<file path="config.mk">
export PLATFORM = sky130hd
export DESIGN_NAME = hazard_controller
export DESIGN_NICKNAME = d
export VERILOG_FILES = /design/src/rtl/hazard_controller.sv
export SDC_FILE = /design/constraint.sdc
export NUM_CORES = 1
export LEC_CHECK = 0
export ABC_CLOCK_PERIOD_IN_PS = 3000
export CAP_MARGIN = 20
export CORE_UTILIZATION = 48
export CTS_CLUSTER_DIAMETER = 30
export CTS_CLUSTER_SIZE = 12
export DETAILED_ROUTE_END_ITERATION = 10
export HOLD_SLACK_MARGIN = 0.08
export PLACE_DENSITY = 0.78
export SLEW_MARGIN = 30
export SYNTH_ARGS = -nofsm -noshare
export SYNTH_HDL_FRONTEND = slang
export SYNTH_SLANG_ARGS = --single-unit
</file>
<file path="constraint.sdc">
create_clock -name clk -period 3 [get_ports clk]
set_clock_uncertainty 0.2 [all_clocks]
set_input_delay 0.75 -clock clk [delete_from_list [all_inputs] [get_ports clk]]
set_output_delay 0.75 -clock clk [all_outputs]
set_load 0.005 [all_outputs]
</file>
<file path="src/rtl/hazard_controller.sv">
// rtl/hazard_controller.sv - pipeline hazard sequencing with stall/flush counters
module hazard_controller #(
    parameter int MDU_CYCLES = 4,
    parameter int CNT_W      = 16
) (
    input  logic             clk,
    input  logic             rst,
    input  logic [3:0]       id_rs1,
    input  logic [3:0]       id_rs2,
    input  logic             id_uses_rs1,
    input  logic             id_uses_rs2,
    input  logic [3:0]       ex_rd,
    input  logic             ex_mem_read,
    input  logic             ex_mdu_op,
    input  logic             branch_taken,
    input  logic             dmem_wait,
    output logic             pc_en,
    output logic             if_id_en,
    output logic             if_id_flush,
    output logic             id_ex_en,
    output logic             id_ex_flush,
    output logic             ex_mem_en,
    output logic             ex_mem_flush,
    output logic             mem_wb_en,
    output logic             mdu_busy,
    output logic [CNT_W-1:0] stall_cycles,
    output logic [CNT_W-1:0] flush_events
);

    localparam logic [0:0] ST_RUN      = 1'b0;
    localparam logic [0:0] ST_MDU_BUSY = 1'b1;

    // Remaining stall cycles after the entry cycle; fits MDU_CYCLES up to 16.
    localparam logic [3:0] MDU_LOAD = 4'(MDU_CYCLES - 2);

    logic [0:0] state;
    logic [0:0] state_nxt;
    logic [3:0] mdu_cnt;
    logic [3:0] mdu_cnt_nxt;
    logic       load_use;
    logic       branch_flush;

    // A load in EX feeding the ID instruction; r0 is hardwired and never hazards.
    always_comb begin
        load_use = ex_mem_read && (ex_rd != 4'd0) &&
                   ((id_uses_rs1 && (id_rs1 == ex_rd)) ||
                    (id_uses_rs2 && (id_rs2 == ex_rd)));
    end

    // Combinational stage controls and next-state selection in priority order.
    always_comb begin
        pc_en        = 1'b1;
        if_id_en     = 1'b1;
        if_id_flush  = 1'b0;
        id_ex_en     = 1'b1;
        id_ex_flush  = 1'b0;
        ex_mem_en    = 1'b1;
        ex_mem_flush = 1'b0;
        mem_wb_en    = 1'b1;
        branch_flush = 1'b0;
        state_nxt    = state;
        mdu_cnt_nxt  = mdu_cnt;

        if (rst) begin
            pc_en     = 1'b0;
            if_id_en  = 1'b0;
            id_ex_en  = 1'b0;
            ex_mem_en = 1'b0;
            mem_wb_en = 1'b0;
        end else if (dmem_wait) begin
            // Whole pipeline frozen; FSM and MDU counter hold.
            pc_en     = 1'b0;
            if_id_en  = 1'b0;
            id_ex_en  = 1'b0;
            ex_mem_en = 1'b0;
            mem_wb_en = 1'b0;
        end else if (state == ST_MDU_BUSY) begin
            if (mdu_cnt != 4'd0) begin
                pc_en        = 1'b0;
                if_id_en     = 1'b0;
                id_ex_en     = 1'b0;
                ex_mem_flush = 1'b1;
                mdu_cnt_nxt  = mdu_cnt - 4'd1;
            end else begin
                // Op leaves EX this cycle with default controls.
                state_nxt = ST_RUN;
            end
        end else if (ex_mdu_op) begin
            // First cycle of the op in EX; a simultaneous branch is ignored.
            pc_en        = 1'b0;
            if_id_en     = 1'b0;
            id_ex_en     = 1'b0;
            ex_mem_flush = 1'b1;
            mdu_cnt_nxt  = MDU_LOAD;
            state_nxt    = ST_MDU_BUSY;
        end else if (branch_taken) begin
            // ID instruction is wrong-path, so any load-use is moot.
            if_id_flush  = 1'b1;
            id_ex_flush  = 1'b1;
            branch_flush = 1'b1;
        end else if (load_use) begin
            pc_en       = 1'b0;
            if_id_en    = 1'b0;
            id_ex_flush = 1'b1;
        end
    end

    // Status flag, forced low while reset is asserted.
    always_comb begin
        mdu_busy = (state == ST_MDU_BUSY) && !rst;
    end

    // FSM state and MDU countdown.
    always_ff @(posedge clk or posedge rst) begin
        if (rst) begin
            state   <= ST_RUN;
            mdu_cnt <= 4'd0;
        end else begin
            state   <= state_nxt;
            mdu_cnt <= mdu_cnt_nxt;
        end
    end

    // Saturating performance counters.
    always_ff @(posedge clk or posedge rst) begin
        if (rst) begin
            stall_cycles <= '0;
            flush_events <= '0;
        end else begin
            if (!pc_en && (stall_cycles != {CNT_W{1'b1}}))
                stall_cycles <= stall_cycles + 1'b1;
            if (branch_flush && (flush_events != {CNT_W{1'b1}}))
                flush_events <= flush_events + 1'b1;
        end
    end

endmodule

</file>
[Yosys cells after proc, flatten, opt, wreduce, memory -nomap -nowiden]
Index checks and enable logic that the tools add are counted.
Word-level totals
  bits in registers: 37
  bits in latches: 0
  memory bits (writable): 0
  bits in read-only memories: 0
  bits of input ports: 20
  word-level logic and storage cells: 61
  memories kept: 0
Operators by class
  add/subtract/negate cells: 3
  $mul: 0
  divide/modulo/power cells: 0
  order comparisons: 0
  equal/unequal tests: 5
  shift-type cells: 0
  multiplexer cells: 32
  bitwise operators: 2
  reductions and logical operators: 15
Operators by type and width (count)
  $add A16 B1 Y16 const B: 2
  $ne A16 B16 Y1 const B: 2
  $mux W1: 29
  $mux W4: 3
  $eq A4 B4 Y1: 2
  $reduce_bool A4 Y1: 2
  $logic_and A1 B1 Y1: 7
  $reduce_and A4 Y1: 1
  $sub A4 B1 Y4 const B: 1
  $logic_not A1 Y1: 2
  $ne A2 B1 Y1 const B: 1
  $not A1 Y1: 2
  $reduce_and A2 Y1: 1
  $reduce_bool A2 Y1: 1
  $logic_or A1 B1 Y1: 1

[Logic depth before layout (Yosys ltp)]
Gate-level depths: netlist (run 1).
  depth after elaboration: 12
  mapped depth: 8
  depth with buffers taken out: 7

[Least setup slack after synthesis (run 1)]
OpenSTA, ideal clock, no wires.
  path type: input-to-output
  from: input ex_rd[0]
  to: output pc_en
  arrival: 2.013 ns
  data required time: 2.050 ns
  setup slack: 0.037 ns
  stages: 7
  path buffers: 2
  cells stage by stage: o41a_1 > nand3_2 > nor4_4 > o21ai_4 > buf_6 > and2_1 > buf_4
On the way
  cells in the longest elaborated chain, start to end: 10
  elaborated cells between the ends (all ways): 14
RTL lines
  from (decl): RTL line 12  | input logic [3:0] ex_rd,
  $eq A4 B4 Y1 (on tied branches): RTL line 46, 47
  $logic_and A1 B1 Y1 (on tied branches): RTL line 46, 47
  $logic_or A1 B1 Y1: RTL line 46  | ((id_uses_rs1 && (id_rs1 == ex_rd)) ||
  $logic_and A1 B1 Y1 *: RTL line 45  | load_use = ex_mem_read && (ex_rd != 4'd0) &&
  $mux W1 * (6 in series)
  to (decl): RTL line 17  | output logic pc_en,
Every way passes the cells marked *; elsewhere a longest branch is shown, timed or not.

[Final worst setup path (run 1)]
  from: input ex_rd[1]
  to: output if_id_en
On the way
  cells in the longest elaborated chain, start to end: 10
  elaborated cells between the ends (all ways): 14
RTL lines
  $eq A4 B4 Y1 (on tied branches): RTL line 46, 47
  $logic_and A1 B1 Y1 (on tied branches): RTL line 46, 47
  $logic_or A1 B1 Y1: RTL line 46
  $logic_and A1 B1 Y1 *: RTL line 45
  $mux W1 *: RTL line 101  | end else if (load_use) begin
  $mux W1 *: RTL line 96  | end else if (branch_taken) begin
  $mux W1 *: RTL line 88  | end else if (ex_mdu_op) begin
  $mux W1 *: RTL line 77  | end else if (state == ST_MDU_BUSY) begin
  $mux W1 *: RTL line 70  | end else if (dmem_wait) begin
  $mux W1 *: RTL line 64  | if (rst) begin
  to (decl): RTL line 18  | output logic if_id_en,
Marked as above.

==> results of run 1 <==
cells in the final DEF, fill, tap and decap left out, types with 2 or more instances in the layout:
cell,n
xor2_1,22
a31oi_1,2
clkdlybuf4s15_1,2
xor2_2,5
dlygate4sd2_1,7
inv_1,6
nand4_1,3
and4_1,3
nor3_2,3
nand3_1,12
dlymetal6s2s_1,5
clkbuf_2,3
buf_4,18
xnor2_1,7
nand2_1,16
nor4_4,2
buf_6,7
nor2_1,14
ha_1,3
a21oi_1,2
nand3_2,2
buf_2,2
nor3_1,3
dfrtp_1,37
or2_2,2
a211oi_1,3
clkbuf_8,6
and3_1,4
a211oi_2,8
mux2_1,2
clkdlybuf4s50_1,37
worst max-delay path: stages:
cell	delay [ps]
buf_6	100
buf_6	120
xnor2_4	160
nand3_2	110
nor4_4	300
buf_4	170
o21ai_4	50
and2_4	160
buf_6	110
final timing paths:
path	slack [ps]	cells after the start	endpoint
worst min-delay path	280	1	stall_cycles[11]$_DFFE_PP0P_
min in group asynchronous	820	4	state$_DFFE_PP0P_
worst max register to register	700	6	stall_cycles[1]$_DFFE_PP0P_
worst max-delay path	30	9	if_id_en
worst min register to register	280	1	stall_cycles[11]$_DFFE_PP0P_
max in group asynchronous	1460	4	mdu_cnt[3]$_DFFE_PP0P_
cell type report:
cell class              count  area, µm²
well taps                  50       62.6
clock inverters             2       37.5
inverters                   7       26.3
clock buffers               6       82.6
multi-input cells         144       1200
repair buffers             81        753
fillers                   283       1030
flip-flops and latches     37        926
power groups by stage:
stage / combinational [mW] / sequential [mW] / clock [mW]
after floorplan: 0.304 / 0.790 / 0
after global placement: 0.635 / 0.809 / 0
after detailed placement: 0.651 / 0.812 / 0
after CTS: 0.660 / 0.804 / 0.466
after global routing: 0.743 / 0.831 / 0.483
final: 0.661 / 0.806 / 0.460
sequential cells by signal, summed over array words and instances, names as in the netlist:
register	count
stall_cycles	16
flush_events	16
mdu_cnt	4
state	1
logic make-up after synthesis:
logic type | share of synthesized area, %
AO/OA/AOI/OAI | 12.0
XOR/XNOR | 14.9
adder cells (fa/ha/maj) | 1.77
buffers and inverters | 3.65
flip-flops | 43.6
multiplexers | 2.30
AND/OR/NAND/NOR | 21.8
timing repair:
item / CTS / global route
buffers inserted: 4 / 1
setup endpoints to repair: 8 / 6
gates resized for setup: 47 / 20
endpoints found under the hold margin: 0 / 0
pin swaps: 11 / 12
stage by stage:
stage	std cells	cell area (µm²)	util, %	worst slack (ps)	setup TNS (ps)
after global placement	314	2860	69.4	-594	-2510
after global routing	327	3090	75.1	-14.1	-39.7
after CTS	326	3040	73.9	-17.3	-29.7
final	327	3090	75.1	27.2	0
after floorplan	195	2120	-	37.0	0
after detailed placement	314	2860	69.4	-616	-2580
routing by layer:
layer / GRT usage (%) / wire [µm] / vias up
met5: 0 / 0 / -
met4: 10.4 / 128 / 0
met3: 5.10 / 163 / 11
met2: 37.3 / 2500 / 39
met1: 26.7 / 2060 / 831
li1: - / - / 836
==> impl_metrics.env, run 1 <==
export IMPL_drt_initial_drc_count=84
export IMPL_wirelength_um=4850
export IMPL_drv_slew=0
export IMPL_layout_worst_path_cycle_share_pct=99.1
export IMPL_clockBufferDepth=2
export IMPL_synth_avg_cell_area_um2=10.9
export IMPL_tightest_slew_ps=485
export IMPL_hp_start="stall_cycles[11]$_DFFE_PP0P_"
export IMPL_timing_rr_start="stall_cycles[1]$_DFFE_PP0P_"
export IMPL_hold_viol_final=0
export IMPL_cp_required_ps=2050
export IMPL_row_count=23
export IMPL_drc_errors=0
export IMPL_synth_edff_count=0
export IMPL_htree_levels=2
export IMPL_slew_headroom_pct=67.4
export IMPL_combinationalPowerShare_pct=34.3
export IMPL_postRouteAntennaNets=0
export IMPL_grt_pass1_wl_um=7450
export IMPL_syn_inst=195
export IMPL_start_kind="input pin"
export IMPL_cp_arrival_ps=2020
export IMPL_diodes=0
export IMPL_syn_cell_area_um2=2120
export IMPL_yosysTopAreaCell="dfrtp_1"
export IMPL_synth_commonest_cells="dfrtp_1, xor2_1, nand2_1, nor2_1, nand3_1"
export IMPL_synth_top_cells_by_area="dfrtp_1, xor2_1, a211oi_2, xnor2_1, nand3_1"
export IMPL_pin_count=61
export IMPL_die_h_um=68.5
export IMPL_maxCapViolations=0
export IMPL_synth_seq_cells=37
export IMPL_portBuffers=60
export IMPL_dieArea_um2=4690
export IMPL_dr_total_vias=1717
export IMPL_syn_nets=218
export IMPL_antenna_found_initial=0
export IMPL_clock_sinks=37
export IMPL_peakVddDrop_uv=418
export IMPL_hp_class="reg -> reg"
export IMPL_switching_share_pct=31.5
export IMPL_vias_per_cell=5.25
export IMPL_cts_tree="done"
export IMPL_path_clk_slew_ps=80
export IMPL_post_synth_top_area_fraction_pct=43.6
export IMPL_p_clk_share_pct=23.9
export IMPL_switching_power_mw=0.606
export IMPL_grt_usage_pct=22.1
export IMPL_period_minus_slack_ps=2970
export IMPL_ys_async_sr_fraction_pct=100
export IMPL_overflow=0
export IMPL_wl_per_cell_um=14.8
export IMPL_p_per_area_nw_per_um2=624
export IMPL_path_class="in -> out"
export IMPL_setup_viol=0
export IMPL_dr_pass1_iters=4
export IMPL_ys_seq_area_share_pct=43.6
export IMPL_synthFlopType="dfrtp_1"
export IMPL_fin_total_pwr_mw=1.93
export IMPL_core_um2=4120
export IMPL_grt_pass1_vias=1592
export IMPL_power_internal_mw=1.32
export IMPL_cts_root_buf="clkbuf_8"
export IMPL_fp_dieW_um=68.5
export IMPL_cp_startpoint="ex_rd[1]"
export IMPL_areaGrowthSynthToFinish_pct=45.5
export IMPL_p_leak_nw=1.40
export IMPL_nets=299
export IMPL_holdWs_ps=283
export IMPL_yosysUniqueCellTypes=46
export IMPL_grt_max_degree=38
export IMPL_max_freq_ghz=0.336
export IMPL_endpoint_kind="primary output"
export IMPL_initial_core_util_pct=51.6
export IMPL_dp_final_hpwl_um=3280
export IMPL_rsz0062_at_grt="true"
export IMPL_yosys_warnings=0
export IMPL_critPathMaxFanout=2
export IMPL_seqPwrFrac_pct=41.8
export IMPL_yosysMostFrequentCell="dfrtp_1"
export IMPL_hold_buffers=0
export IMPL_layout_drive_gt1_share_pct=27.1
export IMPL_status="completed"
export IMPL_clock_latency_ps=290
export IMPL_place_gp_congestion=0.793
export IMPL_cts_made_buffers=5
No activity file was read; power rests on OpenSTA's default activity.
==> run 2, diff against run 1 <==
- CAP_MARGIN: 20 -> 10
==> results of run 2 <==
Same layout as run 1: the final DEF is identical, and so are final timing and power.
==> run 3, diff against run 2 <==
- ABC_AREA: unset -> 1
- CORE_UTILIZATION: 48 -> 49
- CTS_CLUSTER_SIZE: 12 -> 14
- PLACE_DENSITY: 0.78 -> 0.77
==> impl_metrics.env, run 3 <==
export IMPL_synth_commonest_cells="nand2_1, dfrtp_1, inv_1, nor2_1, nand3_1"
export IMPL_p_leak_nw=1.56
export IMPL_ys_async_sr_fraction_pct=100
export IMPL_drt_initial_drc_count=129
export IMPL_overflow=0
export IMPL_path_clk_slew_ps=70
export IMPL_yosysUniqueCellTypes=27
export IMPL_drc_errors=4
export IMPL_hp_class="reg -> reg"
export IMPL_cts_made_buffers=5
export IMPL_peakVddDrop_uv=325
export IMPL_dp_final_hpwl_um=4040
export IMPL_initial_core_util_pct=52.4
export IMPL_critPathMaxFanout=2
export IMPL_htree_levels=2
export IMPL_diodes=0
export IMPL_wirelength_um=5610
export IMPL_status="finished, violations left"
export IMPL_yosysTopAreaCell="dfrtp_1"
export IMPL_period_minus_slack_ps=2920
export IMPL_drv_slew=0
export IMPL_syn_inst=319
export IMPL_synth_seq_cells=37
export IMPL_synthFlopType="dfrtp_1"
export IMPL_synth_top_cells_by_area="dfrtp_1, nand2_1, xor2_1, nand3_1, inv_1"
export IMPL_multi_input_comb_area_um2=1280
export IMPL_post_synth_top_area_fraction_pct=39.5
export IMPL_fp_dieW_um=71.2
export IMPL_row_count=24
export IMPL_dieArea_um2=5070
export IMPL_wl_per_cell_um=12.5
export IMPL_clock_sinks=37
export IMPL_synth_avg_cell_area_um2=7.35
export IMPL_cp_required_ps=2050
export IMPL_postRouteAntennaNets=0
export IMPL_portBuffers=60
export IMPL_nFillCells=389
export IMPL_p_per_area_nw_per_um2=536
export IMPL_cts_root_buf="clkbuf_8"
export IMPL_die_h_um=71.2
export IMPL_synth_edff_count=0
export IMPL_start_kind="input pin"
export IMPL_tightest_slew_ps=472
export IMPL_areaGrowthSynthToFinish_pct=37.0
export IMPL_maxCapViolations=0
export IMPL_cts_tree="done"
export IMPL_cp_arrival_ps=1970
export IMPL_dr_pass1_iters=8
export IMPL_rsz0062_at_grt="false"
export IMPL_slew_headroom_pct=68.5
export IMPL_violations="DRC"
export IMPL_hold_viol_final=0
export IMPL_dp_slack_ps=-506
export IMPL_pin_count=61
export IMPL_max_freq_ghz=0.342
export IMPL_core_um2=4470
export IMPL_post_route_util_pct=71.8
export IMPL_antenna_found_initial=0
export IMPL_grt_usage_pct=24.0
export IMPL_setup_viol=0
export IMPL_endpoint_kind="primary output"
export IMPL_layout_worst_path_cycle_share_pct=97.4
export IMPL_grt_max_degree=38
export IMPL_clockBufferDepth=2
export IMPL_reg_top3="flush_events x16, stall_cycles x16, mdu_cnt x4"
export IMPL_regArea_um2=926
export IMPL_fin_ws_ps=79.1
export IMPL_yosysMostFrequentCell="nand2_1"
export IMPL_place_gp_congestion=0.878
export IMPL_nets=420
export IMPL_syn_cell_area_um2=2350
export IMPL_syn_nets=342
export IMPL_ys_seq_area_share_pct=39.5
export IMPL_vias_per_cell=5.12
export IMPL_dr_total_vias=2306
export IMPL_yosys_warnings=0
export IMPL_grt_pass1_vias=2185
export IMPL_clock_latency_ps=290
export IMPL_layout_drive_gt1_share_pct=12.8
export IMPL_grt_pass1_wl_um=9540
export IMPL_final_common_cell="nand2_1"
export IMPL_layout_common_cells="nand2_1, clkdlybuf4s50_1, dfrtp_1"
export IMPL_path_class="in -> out"
==> run 3: layout make-up <==
| class | instances | share of cell area, % |
|---|---|---|
| Tap cell | 52 | 2.02 |
| Multi-Input combinational cell | 239 | 39.8 |
| Clock buffer | 6 | 2.26 |
| Timing Repair Buffer | 78 | 22.6 |
| Clock inverter | 2 | 0.312 |
| Inverter | 36 | 4.21 |
| Sequential cell | 37 | 28.8 |
==> run 3: path summary, 6_finish.rpt <==
check	start	endpoint	slack (ps)	cells after the start
max in group asynchronous	rst	mdu_cnt[3]$_DFFE_PP0P_	1590	4
worst min register to register	flush_events[8]$_DFFE_PP0P_	flush_events[8]$_DFFE_PP0P_	330	1
worst min-delay path	flush_events[8]$_DFFE_PP0P_	flush_events[8]$_DFFE_PP0P_	330	1
min in group asynchronous	rst	flush_events[10]$_DFFE_PP0P_	660	4
worst max register to register	state$_DFFE_PP0P_	flush_events[2]$_DFFE_PP0P_	630	13
worst max-delay path	id_rs1[2]	pc_en	80	8
==> run 3: per-layer routing <==
metal  track usage [%]  routed length, µm  vias to the layer above
met2              42.2               2770                       77
met4              8.89                136                        0
li1                  -                  -                     1155
met1              29.1               2400                     1060
met5                 0                  0                        -
met3              4.84                307                       14
==> run 3: through the flow <==
stage               instances  power, mW  hold WS [ps]  instance area, µm²  TNS, ps
floorplan                 319       1.07           302                2350        0
global route              450       1.85           358                3210        0
global placement          436       1.35           300                3050    -1330
detailed placement        436       1.37           314                3050    -1750
finish                    450       1.72           325                3210        0
CTS                       450       1.72           324                3200        0
==> run 3: kinds of logic (layout without fill, tap and decap cells) <==
| logic type | count (synthesis) | in the layout | synth area share (%) |
|---|---|---|---|
| and+or+nand+nor | 194 | 194 | 37.0 |
| buffers and inverters | 43 | 122 | 8.11 |
| DFF | 37 | 37 | 39.5 |
| xor gates and xnor gates | 30 | 30 | 11.2 |
| AOI/OAI and AO/OA | 12 | 12 | 2.67 |
| adders and majority gates | 3 | 3 | 1.60 |
==> run 3: worst max-delay path, cell delays in order <==
cell and delay, ps:
clkdlybuf4s50_1 470, xnor2_1 140, nand3_1 110, nand2_2 80
nand3_2 80, nand2_4 100, inv_2 40, clkdlybuf4s15_2 190
==> run 3: report_power, final <==
part	internal, mW	total (mW)	switching, mW
Combinational	0.340	0.640	0.300
Clock	0.161	0.339	0.178
Sequential	0.611	0.743	0.133
Total	1.11	1.72	0.610
==> run 3: timing repair <==
item	4_1_cts	5_1_grt
pin swaps	9	3
endpoints found under the hold margin	0	0
endpoints found under the setup margin	6	3
setup buffers	6	0
hold buffers	0	0
resized for setup	33	8
